===== config.mk =====
export PLATFORM = sky130hd
export DESIGN_NAME = pcie_tx_arbiter
export DESIGN_NICKNAME = d
export VERILOG_FILES = /design/src/rtl/pcie_tx_arbiter.sv
export SDC_FILE = /design/constraint.sdc
export NUM_CORES = 1
export LEC_CHECK = 0
export ABC_AREA = 1
export CORE_MARGIN = 1.5
export CORE_UTILIZATION = 40
export CTS_CLUSTER_SIZE = 8
export DETAILED_ROUTE_END_ITERATION = 12
export MAX_ROUTING_LAYER = met4
export PLACE_DENSITY = 0.68
export SLEW_MARGIN = 25
export SYNTH_ARGS = -nofsm -noshare
export SYNTH_HDL_FRONTEND = slang
export SYNTH_SLANG_ARGS = --single-unit

===== constraint.sdc =====
create_clock -name pcie_clk -period 5 [get_ports pcie_clk]
set_input_delay 0.75 -clock pcie_clk [delete_from_list [all_inputs] [get_ports pcie_clk]]
set_output_delay 0.75 -clock pcie_clk [all_outputs]
set_load 0.02 [all_outputs]

===== src/rtl/pcie_tx_arbiter.sv =====
// Per-TLP arbiter merging the PIO completion stream (req/ack) and the
// Ethernet-injected TLP stream (plain AXI-Stream) onto pcie_tx1, followed by
// a 2-entry registered output slice.
module pcie_tx_arbiter #(
  parameter int    C_DATA_WIDTH = 64,
  parameter int    KEEP_WIDTH   = C_DATA_WIDTH / 8,
  parameter int    CNT_WIDTH    = 32,
  parameter string APP_PRIORITY = "FALSE"
) (
  input  logic                    pcie_clk,
  input  logic                    pcie_rst_n,
  input  logic                    app_tx_req,
  output logic                    app_tx_ack,
  output logic                    app_tx_tready,
  input  logic                    app_tx_tvalid,
  input  logic                    app_tx_tlast,
  input  logic [KEEP_WIDTH-1:0]   app_tx_tkeep,
  input  logic [C_DATA_WIDTH-1:0] app_tx_tdata,
  input  logic [3:0]              app_tx_tuser,
  output logic                    eth_tx_tready,
  input  logic                    eth_tx_tvalid,
  input  logic                    eth_tx_tlast,
  input  logic [KEEP_WIDTH-1:0]   eth_tx_tkeep,
  input  logic [C_DATA_WIDTH-1:0] eth_tx_tdata,
  input  logic [3:0]              eth_tx_tuser,
  input  logic                    pcie_tx1_tready,
  output logic                    pcie_tx1_tvalid,
  output logic                    pcie_tx1_tlast,
  output logic [KEEP_WIDTH-1:0]   pcie_tx1_tkeep,
  output logic [C_DATA_WIDTH-1:0] pcie_tx1_tdata,
  output logic [3:0]              pcie_tx1_tuser,
  output logic [CNT_WIDTH-1:0]    app_tlp_cnt,
  output logic [CNT_WIDTH-1:0]    eth_tlp_cnt
);

  localparam bit APP_PRIO = (APP_PRIORITY == "TRUE");

  typedef enum logic [1:0] {IDLE, GNT_APP, GNT_ETH} state_t;

  state_t state, state_nxt;
  logic   rr_last_eth;   // 1: Ethernet source held the most recent grant
  logic   started;       // a beat of the current TLP has been accepted
  logic   in_ready;
  logic   in_valid, in_fire, in_last;
  logic   app_last_fire, eth_last_fire;
  logic [KEEP_WIDTH-1:0]   in_keep;
  logic [C_DATA_WIDTH-1:0] in_data;
  logic [3:0]              in_user;

  logic                    out_valid, out_last;
  logic [KEEP_WIDTH-1:0]   out_keep;
  logic [C_DATA_WIDTH-1:0] out_data;
  logic [3:0]              out_user;
  logic                    skid_valid, skid_last;
  logic [KEEP_WIDTH-1:0]   skid_keep;
  logic [C_DATA_WIDTH-1:0] skid_data;
  logic [3:0]              skid_user;

  assign in_ready = ~skid_valid;
  assign in_fire  = in_valid & in_ready;

  // Grant state, round-robin history and TLP-started flag
  always_ff @(posedge pcie_clk or negedge pcie_rst_n) begin
    if (!pcie_rst_n) begin
      state       <= IDLE;
      rr_last_eth <= 1'b1;
      started     <= 1'b0;
    end else begin
      state <= state_nxt;
      if (state == IDLE && state_nxt == GNT_APP) rr_last_eth <= 1'b0;
      else if (state == IDLE && state_nxt == GNT_ETH) rr_last_eth <= 1'b1;
      if (state == IDLE) started <= 1'b0;
      else if (in_fire) started <= 1'b1;
    end
  end

  // Arbitration, grant-time handshakes and input mux to the output slice
  always_comb begin
    state_nxt     = state;
    app_tx_ack    = 1'b0;
    app_tx_tready = 1'b0;
    eth_tx_tready = 1'b0;
    in_valid      = 1'b0;
    in_last       = 1'b0;
    in_keep       = '0;
    in_data       = '0;
    in_user       = '0;
    app_last_fire = 1'b0;
    eth_last_fire = 1'b0;
    case (state)
      IDLE: begin
        if (app_tx_req && eth_tx_tvalid)
          state_nxt = (APP_PRIO || rr_last_eth) ? GNT_APP : GNT_ETH;
        else if (app_tx_req)
          state_nxt = GNT_APP;
        else if (eth_tx_tvalid)
          state_nxt = GNT_ETH;
      end
      GNT_APP: begin
        app_tx_ack    = 1'b1;
        app_tx_tready = in_ready;
        in_valid      = app_tx_tvalid;
        in_last       = app_tx_tlast;
        in_keep       = app_tx_tkeep;
        in_data       = app_tx_tdata;
        in_user       = app_tx_tuser;
        app_last_fire = app_tx_tvalid & in_ready & app_tx_tlast;
        // A withdrawn request only releases the grant before any beat moved
        if (app_last_fire)
          state_nxt = IDLE;
        else if (!started && !(app_tx_tvalid && in_ready) && !app_tx_req)
          state_nxt = IDLE;
      end
      GNT_ETH: begin
        eth_tx_tready = in_ready;
        in_valid      = eth_tx_tvalid;
        in_last       = eth_tx_tlast;
        in_keep       = eth_tx_tkeep;
        in_data       = eth_tx_tdata;
        in_user       = eth_tx_tuser;
        eth_last_fire = eth_tx_tvalid & in_ready & eth_tx_tlast;
        if (eth_last_fire) state_nxt = IDLE;
      end
      default: state_nxt = IDLE;
    endcase
  end

  // Per-source TLP counters, wrapping naturally
  always_ff @(posedge pcie_clk or negedge pcie_rst_n) begin
    if (!pcie_rst_n) begin
      app_tlp_cnt <= '0;
      eth_tlp_cnt <= '0;
    end else begin
      if (app_last_fire) app_tlp_cnt <= app_tlp_cnt + CNT_WIDTH'(1);
      if (eth_last_fire) eth_tlp_cnt <= eth_tlp_cnt + CNT_WIDTH'(1);
    end
  end

  // Output register with skid entry; skid drains before new input is taken
  always_ff @(posedge pcie_clk or negedge pcie_rst_n) begin
    if (!pcie_rst_n) begin
      out_valid  <= 1'b0;
      out_last   <= 1'b0;
      out_keep   <= '0;
      out_data   <= '0;
      out_user   <= '0;
      skid_valid <= 1'b0;
      skid_last  <= 1'b0;
      skid_keep  <= '0;
      skid_data  <= '0;
      skid_user  <= '0;
    end else if (!skid_valid) begin
      if (in_fire) begin
        if (!out_valid || pcie_tx1_tready) begin
          out_valid <= 1'b1;
          out_last  <= in_last;
          out_keep  <= in_keep;
          out_data  <= in_data;
          out_user  <= in_user;
        end else begin
          skid_valid <= 1'b1;
          skid_last  <= in_last;
          skid_keep  <= in_keep;
          skid_data  <= in_data;
          skid_user  <= in_user;
        end
      end else if (pcie_tx1_tready) begin
        out_valid <= 1'b0;
      end
    end else if (pcie_tx1_tready) begin
      out_last   <= skid_last;
      out_keep   <= skid_keep;
      out_data   <= skid_data;
      out_user   <= skid_user;
      skid_valid <= 1'b0;
    end
  end

  assign pcie_tx1_tvalid = out_valid;
  assign pcie_tx1_tlast  = out_last;
  assign pcie_tx1_tkeep  = out_keep;
  assign pcie_tx1_tdata  = out_data;
  assign pcie_tx1_tuser  = out_user;

endmodule


* Word-level counts from Yosys, hierarchy flattened *
Cells that the tools add are included.

word-level totals
  ROM bits = 0
  bits in writable memories = 0
  memories = 0
  latch bits = 0
  flip-flop bits (word level) = 224
  output and inout bits = 145
  input bits = 160

operators by class
  shift operators = 0
  $add $sub $neg = 2
  div/mod/pow operators = 0
  bitwise gates (word level) = 7
  $mul = 0
  mux-type cells = 45
  equality and inequality tests = 6
  $lt $le $gt $ge = 0
  reductions and logical operators = 20

operators by type and width
  kind                   number
  $mux 64                4
  $pmux 64 s2            1
  $add 32x1->32 const B  2
  $mux 8                 4
  $mux 1                 20
  $mux 4                 4
  $pmux 8 s2             1
  $mux 2                 7
  $reduce_bool 2->1      5
  $reduce_and 3->1       3
  $pmux 4 s2             1
  $logic_and 1x1->1      6
  $pmux 2 s3             1
  $and 1x1->1            5
  $eq 2x1->1 const B     2
  $eq 2x2->1 const B     2
  $logic_not 1->1        4
  $pmux 1 s2             2
  $logic_not 2->1        1
  $ne 2x1->1 const B     1
  $ne 2x2->1 const B     1
  $not 1->1              2
  $logic_or 1x1->1       1

* Longest topological paths before layout *
Gate-level depths: netlist of run 1.

  depth in word-level cells = 12
  mapped depth = 11
  gate-level depth less buffers = 10

* Worst setup path before layout of run 1 *
Ideal clock, no wire load.

  path kind = reg-to-output
  start point = reg state[1]
  end point = out app_tx_tready
  setup slack = 2.809 ns
  stages on the path, launching flop included = 6
  arrival = 1.441 ns
  path through = dfrtp_1 > inv_1 > ha_1 > inv_2 > clkbuf_1 > nor2_1

between the ends
  word-level cells in the longest chain between the ends = 2

RTL lines
  what                      RTL line  source
  start: declaration        40        state_t state, state_nxt;
  start signal: assignment  69        state <= state_nxt;
  $eq 2x1->1                90        case (state)
  $mux 1                    90
  end: declaration          14        output logic app_tx_tready,

Every way passes these cells.

* Worst setup path after layout of run 1 *
  start point = reg state[1]
  end point = out app_tx_ack

between the ends
  word-level cells in the longest chain between the ends = 2

RTL lines
  what              RTL line  source
  $eq 2x1->1        90
  $mux 1            90
  end: declaration  13        output logic app_tx_ack,

Every way passes these cells.

==> flow_metrics.env, run 1 <==
export IMPL_status="completed"
export IMPL_die_w_um=173
export IMPL_syn_inst=1487
export IMPL_cts_tree="built"
export IMPL_reg2reg_to="pcie_tx1_tdata[19]"
export IMPL_final_cell_mix="626 x nand2_1, 303 x clkdlybuf4s50_1, 222 x dfrtp_1, 135 x o21ai_0, 90 x nor2_1"
export IMPL_slew_viol_final=0
export IMPL_max_slew_margin=0.333
export IMPL_power_leakage_nw=7.04
export IMPL_dr_total_vias=10800
export IMPL_drive_above_1_share=0.0366
export IMPL_p_sw_frac=0.370
export IMPL_p_int_mw=4.31
export IMPL_critPathArrivalTime_ns=2.91
export IMPL_clock_latency_ns=0.55
export IMPL_coreArea_um2=28100
export IMPL_synth_simple_area_share=0.270
export IMPL_reg2reg_depth=10
export IMPL_drc=0
export IMPL_syn_nets=1653
export IMPL_io_pins=305
export IMPL_grt_pass1_wl_mm=55.2
export IMPL_yosys_area_top_type="dfrtp_1"
export IMPL_fill_cells=2670
export IMPL_hold_viol=0
export IMPL_yosysSeqAreaShare=0.486
export IMPL_grt_pass1_vias=10500
export IMPL_grt_max_degree=123
export IMPL_ys_ff_latch=224
export IMPL_worstSetupPathType="reg -> out"
export IMPL_drt_iter0_markers=718
export IMPL_muxShareOfSynthArea=0.0137
export IMPL_track_usage=0.232
export IMPL_multi_input_area_um2=5260
export IMPL_post_cts_resized=0
export IMPL_synth_compound_area_frac=0.133
export IMPL_tns_ns=0
export IMPL_ff_latch_area_um2=5610
export IMPL_start_kind="register"
export IMPL_avgSynthCellArea_um2=7.76
export IMPL_min_path_type="in -> async"
export IMPL_syn2layout_area_growth_pct=36.2
export IMPL_timing_final_crit_share=0.733
export IMPL_htreeDepth=1
export IMPL_post_cts_setup_buffers=0
export IMPL_period_minus_slack_ns=3.66
export IMPL_synth_fa_ha_area_frac=0.00651
export IMPL_crit_path_end="app_tx_ack"
export IMPL_setup_violations_final=0
export IMPL_fin_util=0.559
export IMPL_postCtsHoldBufs=0
export IMPL_avgViaCountPerCell=5.01
export IMPL_combPwrFrac=0.370
export IMPL_firstDrtPassIters=5
export IMPL_drv_cap=0
export IMPL_layoutNonFillerInstCount=2155
export IMPL_die_y_um=173
export IMPL_rsz0062_at_grt="no"
export IMPL_fin_nets=1928
export IMPL_startpoint="state[1]"
export IMPL_irDropWorstVdd_mv=0.255
export IMPL_dpl_cell_count=2106
export IMPL_clk_pin_slew_worst_paths_ns=0.05
export IMPL_synth_area_um2=11500
export IMPL_antenna_left=0
export IMPL_cts_sinks=224
export IMPL_p_seq_frac=0.357
export IMPL_reg2reg_from="state[1]"
export IMPL_synthXorXnorAreaFrac=0.0311
export IMPL_p_clk_frac=0.273
export IMPL_synth_top_area_frac=0.484
export IMPL_grt_ovfl_total=0
export IMPL_cts_root_buf="clkbuf_16"
export IMPL_power_density_nw_per_um2=436
export IMPL_routabilityCongestion=0.861
export IMPL_antenna_found_initial=2
export IMPL_synthTopCellsByArea="dfrtp_1 48%, nand2_1 20%, o21ai_0 5.9%"
export IMPL_initial_core_util=0.411
export IMPL_final_common_cell="nand2_1"
export IMPL_die_area_um2=29900
export IMPL_max_freq_mhz=273
export IMPL_cts_buffer_depth=3
export IMPL_synth_top_family_by_area="simple AND/OR/NAND/NOR gates"
export IMPL_synth_warnings=0
export IMPL_max_slew_worst_pin_slew_ns=0.997
export IMPL_hold_worst_slack_ns=0.112
export IMPL_rows=61
export IMPL_endpoint_kind="primary output"
export IMPL_dp_hpwl_mm=23.3
export IMPL_port_buffers=304
export IMPL_routedWlPerCell_um=15.8
export IMPL_p_switching_mw=2.53
export IMPL_r2r_slack_ns=1.59
export IMPL_crit_required_ns=4.25
export IMPL_cp_max_fo=43
export IMPL_skew_ns=0.00875
export IMPL_numCtsBuffers=31
export IMPL_totalWireLength_mm=34.2
export IMPL_finalPower_mw=6.85
export IMPL_synth_cell_types=36
-- power groups by stage --
stage | Clock, mW | Combinational [mW] | Sequential [mW]
2_1_floorplan | 0 | 1.22 | 2.70
3_3_place_gp | 0 | 2.52 | 2.45
3_5_place_dp | 0 | 2.55 | 2.47
4_1_cts | 1.92 | 2.56 | 2.44
5_1_grt | 1.99 | 2.77 | 2.49
6_report | 1.87 | 2.54 | 2.44
-- logic make-up (layout without fill, tap and decap cells) --
family                     Yosys count  count (layout)
AOI/OAI and AO/OA                  246             246
xor gates and xnor gates            41              41
adders and majority gates            6               6
buffers and inverters              167             455
DFF                                224             224
muxes                               14              14
other                                0               2
and+or+nand+nor                    789             789
-- cells in the mapped netlist --
| cell type | n |
|---|---|
| o22ai_1 | 14 |
| mux2_1 | 13 |
| xnor2_1 | 21 |
| and3_1 | 2 |
| a22o_1 | 62 |
| nor2_2 | 3 |
| nor4_1 | 1 |
| inv_2 | 2 |
| o22ai_4 | 1 |
| buf_1 | 14 |
| o21ai_2 | 1 |
| nand3_1 | 25 |
| nand2_2 | 1 |
| o21ai_0 | 135 |
| clkbuf_1 | 34 |
| a21oi_1 | 3 |
| nand4_1 | 14 |
| a22oi_1 | 14 |
| mux2_2 | 1 |
| buf_6 | 2 |
| nand2_1 | 626 |
| a21boi_0 | 1 |
| buf_2 | 25 |
| inv_1 | 88 |
| xor2_1 | 20 |
| dfrtp_1 | 223 |
| nor3_2 | 1 |
| clkinv_4 | 1 |
| nand3b_1 | 10 |
| buf_4 | 1 |
| nand3_2 | 2 |
| dfstp_2 | 1 |
| nor2_1 | 90 |
| ha_1 | 6 |
| o21ai_1 | 15 |
| nor3_1 | 14 |
-- area by class of cell --
class,count,area share
clock inverters,1,0.000558
diodes,2,0.000319
repair buffers,318,0.202
clock buffers,45,0.0527
well taps,378,0.0301
multi-input cells,1096,0.335
inverters,91,0.0221
flip-flops and latches,224,0.357
-- state kept, by name (all words and copies together) (netlist names), 4 cells and up --
register,cells
app_tlp_cnt,32
eth_tlp_cnt,32
pcie_tx1_tdata,64
pcie_tx1_tkeep,8
pcie_tx1_tuser,4
skid_data,64
skid_keep,8
skid_user,4
-- worst max-delay path, stage by stage, from the launching register on --
cell and delay, ns:
dfrtp_1 0.42, inv_1 0.12, ha_2 0.54, buf_4 0.54
clkdlybuf4s50_1 0.72
-- stage by stage --
| step | worst slack, ns | instance area (µm²) |
|---|---|---|
| floorplan | 2.81 | 11500 |
| global placement | 1.77 | 14800 |
| detailed placement | 1.64 | 14800 |
| CTS | 1.31 | 15700 |
| global route | 1.20 | 15700 |
| finish | 1.34 | 15700 |
-- worst min path at each step --
stage | start | to | cells past startpoint
floorplan | pcie_rst_n | app_tlp_cnt[0] | 0
global placement | pcie_tx1_tdata[54] | pcie_tx1_tdata[54] | 2
detailed placement | pcie_tx1_tdata[44] | pcie_tx1_tdata[44] | 2
CTS | pcie_rst_n | pcie_tx1_tdata[30] | 1
global route | pcie_rst_n | pcie_tx1_tdata[34] | 1
finish | pcie_rst_n | pcie_tx1_tdata[34] | 1
-- metal layers --
| layer | GRT usage | wire length, µm | vias up |
|---|---|---|---|
| li1 | - | - | 5346 |
| met1 | 0.299 | 15300 | 5033 |
| met2 | 0.378 | 15900 | 346 |
| met3 | 0.0431 | 2140 | 62 |
| met4 | 0.0605 | 823 | 0 |
| met5 | - | 0 | - |
Note: power is estimated with default switching activity, not from simulation.
==> inputs of run 2 (changes only) <==
clock period = 3.7 ns   (was 5 ns; I/O delays follow)
==> run 2 against run 1 <==
Net effect: cell count decreased by 0.14%; clock skew increased by 0.0013 ns; setup slack got worse by 0.99 ns; routed wire length decreased by 2.7%; critical path depth increased by 1; first-iteration DRC count increased by 12%; non-clock buffer count decreased by 1; worst hold slack got worse by 0.063 ns; register-to-register slack got worse by 0.83 ns; sequential cell count unchanged; design area about the same; global-route usage decreased by 0.40 points; largest power group unchanged; highest routed layer unchanged.
==> flow_metrics.env, run 2 (same netlist as run 1, synthesis figures left out) <==
export IMPL_status="completed"
export IMPL_wirelength_met1_mm=14.9
export IMPL_path_delay_family="buffers and inverters"
export IMPL_io_pins=305
export IMPL_firstDrtPassIters=5
export IMPL_top_layer_used="met4"
export IMPL_cts_buffer_depth=3
export IMPL_coreArea_um2=28100
export IMPL_final_cell_mix="626 x nand2_1, 303 x clkdlybuf4s50_1, 222 x dfrtp_1, 135 x o21ai_0, 90 x nor2_1"
export IMPL_max_slew_margin=0.341
export IMPL_crit_top_cell="inv_1"
export IMPL_reg2reg_depth=8
export IMPL_die_y_um=173
export IMPL_antenna_found_initial=1
export IMPL_irDropWorstVdd_mv=0.372
export IMPL_drt_iter0_markers=804
export IMPL_post_cts_setup_buffers=0
export IMPL_dr_wl_met2_mm=15.7
export IMPL_setup_violations_final=0
export IMPL_final_common_cell="nand2_1"
export IMPL_skew_ns=0.0101
export IMPL_die_w_um=173
export IMPL_cts_root_buf="clkbuf_16"
export IMPL_crit_required_ns=3.14
export IMPL_cts_tree="built"
export IMPL_fin_nets=1927
export IMPL_grt_pass1_wl_mm=54.6
export IMPL_slowest_delay_ns=0.62
export IMPL_slew_viol_final=0
export IMPL_drv_cap=0
export IMPL_setup_slack_ns=0.344
export IMPL_numCtsBuffers=31
export IMPL_antenna_left=0
export IMPL_drc=0
export IMPL_grt_max_degree=109
export IMPL_track_usage=0.228
export IMPL_syn2layout_area_growth_pct=36.1
export IMPL_crit_slowest_cell="clkdlybuf4s50_1"
export IMPL_dr_total_vias=10700
export IMPL_drive_above_1_share=0.0355
export IMPL_rsz0062_at_grt="no"
export IMPL_cp_max_fo=26
export IMPL_routabilityCongestion=0.899
export IMPL_dp_hpwl_mm=22.9
export IMPL_initial_core_util=0.411
export IMPL_worstSetupPathType="reg -> out"
export IMPL_htreeDepth=1
export IMPL_routedWlPerCell_um=15.4
export IMPL_tns_ns=0
export IMPL_start_kind="register"
export IMPL_rows=61
export IMPL_max_freq_mhz=298
export IMPL_die_area_um2=29900
export IMPL_totalWireLength_mm=33.2
export IMPL_r2r_slack_ns=0.76
export IMPL_hold_viol=0
export IMPL_clk_pin_slew_worst_paths_ns=0.05
export IMPL_critPathBufInv=3
export IMPL_reg2reg_from="state[1]"
export IMPL_clock_latency_ns=0.54
export IMPL_critPathArrivalTime_ns=2.80
export IMPL_min_path_type="in -> async"
export IMPL_post_cts_resized=0
export IMPL_port_buffers=304
export IMPL_period_minus_slack_ns=3.36
export IMPL_wl_met3_mm=1.95
export IMPL_timing_final_crit_share=0.907
export IMPL_cp_cell_sequence="inv_1 -> ha_2 -> inv_1 -> nor2_1 -> clkdlybuf4s50_1"
export IMPL_power_leakage_nw=7.04
export IMPL_avgViaCountPerCell=4.99
export IMPL_grt_ovfl_total=0
export IMPL_power_density_nw_per_um2=587
export IMPL_max_slew_worst_pin_slew_ns=0.988
export IMPL_grt_pass1_vias=10600
export IMPL_cts_sinks=224
export IMPL_postCtsHoldBufs=0
export IMPL_reg2reg_to="skid_data[17]"
export IMPL_endpoint_kind="primary output"
export IMPL_pre_cts_slack_ns=0.757
## run 2: changes by cell type in the layout (fill, tap and decap cells not counted), sizes merged
cell and delta:
clkinv -1, diode -1, buf -1
## run 2: worst max path at each step
stage	start	to	slack, ns	cells past startpoint
final	state[0]	eth_tx_tready	0.34	5
after global routing	state[0]	eth_tx_tready	0.16	5
after global placement	state[0]	eth_tlp_cnt[17]	0.84	10
after floorplan	state[1]	app_tx_tready	1.70	5
after CTS	state[0]	eth_tx_tready	0.30	5
after detailed placement	state[1]	skid_data[22]	0.76	8
## run 2: through the flow
step	hold slack [ns]	area, µm²	power [mW]	util	std cells
floorplan	0.259	11500	5.29	-	1487
global placement	0.453	14900	6.73	0.530	2106
detailed placement	0.457	14900	6.78	0.530	2106
CTS	0.0872	15700	9.33	0.559	2151
global route	0.111	15700	9.80	0.559	2152
finish	0.0490	15700	9.22	0.559	2152
## run 2: final cells by class
cell class | count | area, µm²
multi-input cells | 1096 | 5260
repair buffers | 317 | 3180
flip-flops and latches | 224 | 5610
fillers | 2661 | 12400
well taps | 378 | 473
diodes | 1 | 2.50
inverters | 91 | 347
clock buffers | 45 | 828
## run 2: worst register-to-register path: cells and delay by family (launching register included)
family / cells / cell delay (ns)
simple gates: 2 / 0.63
flops: 1 / 0.42
compound gates: 2 / 0.35
fa+ha+maj: 1 / 0.56
buf+inv: 3 / 0.83
## run 2: power by group
part           leakage [nW]  internal (mW)  total (mW)  switching (mW)
sequential             3.07           2.97        3.28           0.317
combinational          3.57           1.36        3.44            2.08
clock                 0.399           1.51        2.50           0.990
total                  7.04           5.83        9.22            3.39
## run 2: per-layer routing
metal / vias up / GRT usage
met4: 0 / 0.0598
met5: - / -
li1: 5343 / -
met3: 50 / 0.0424
met2: 313 / 0.380
met1: 5036 / 0.286
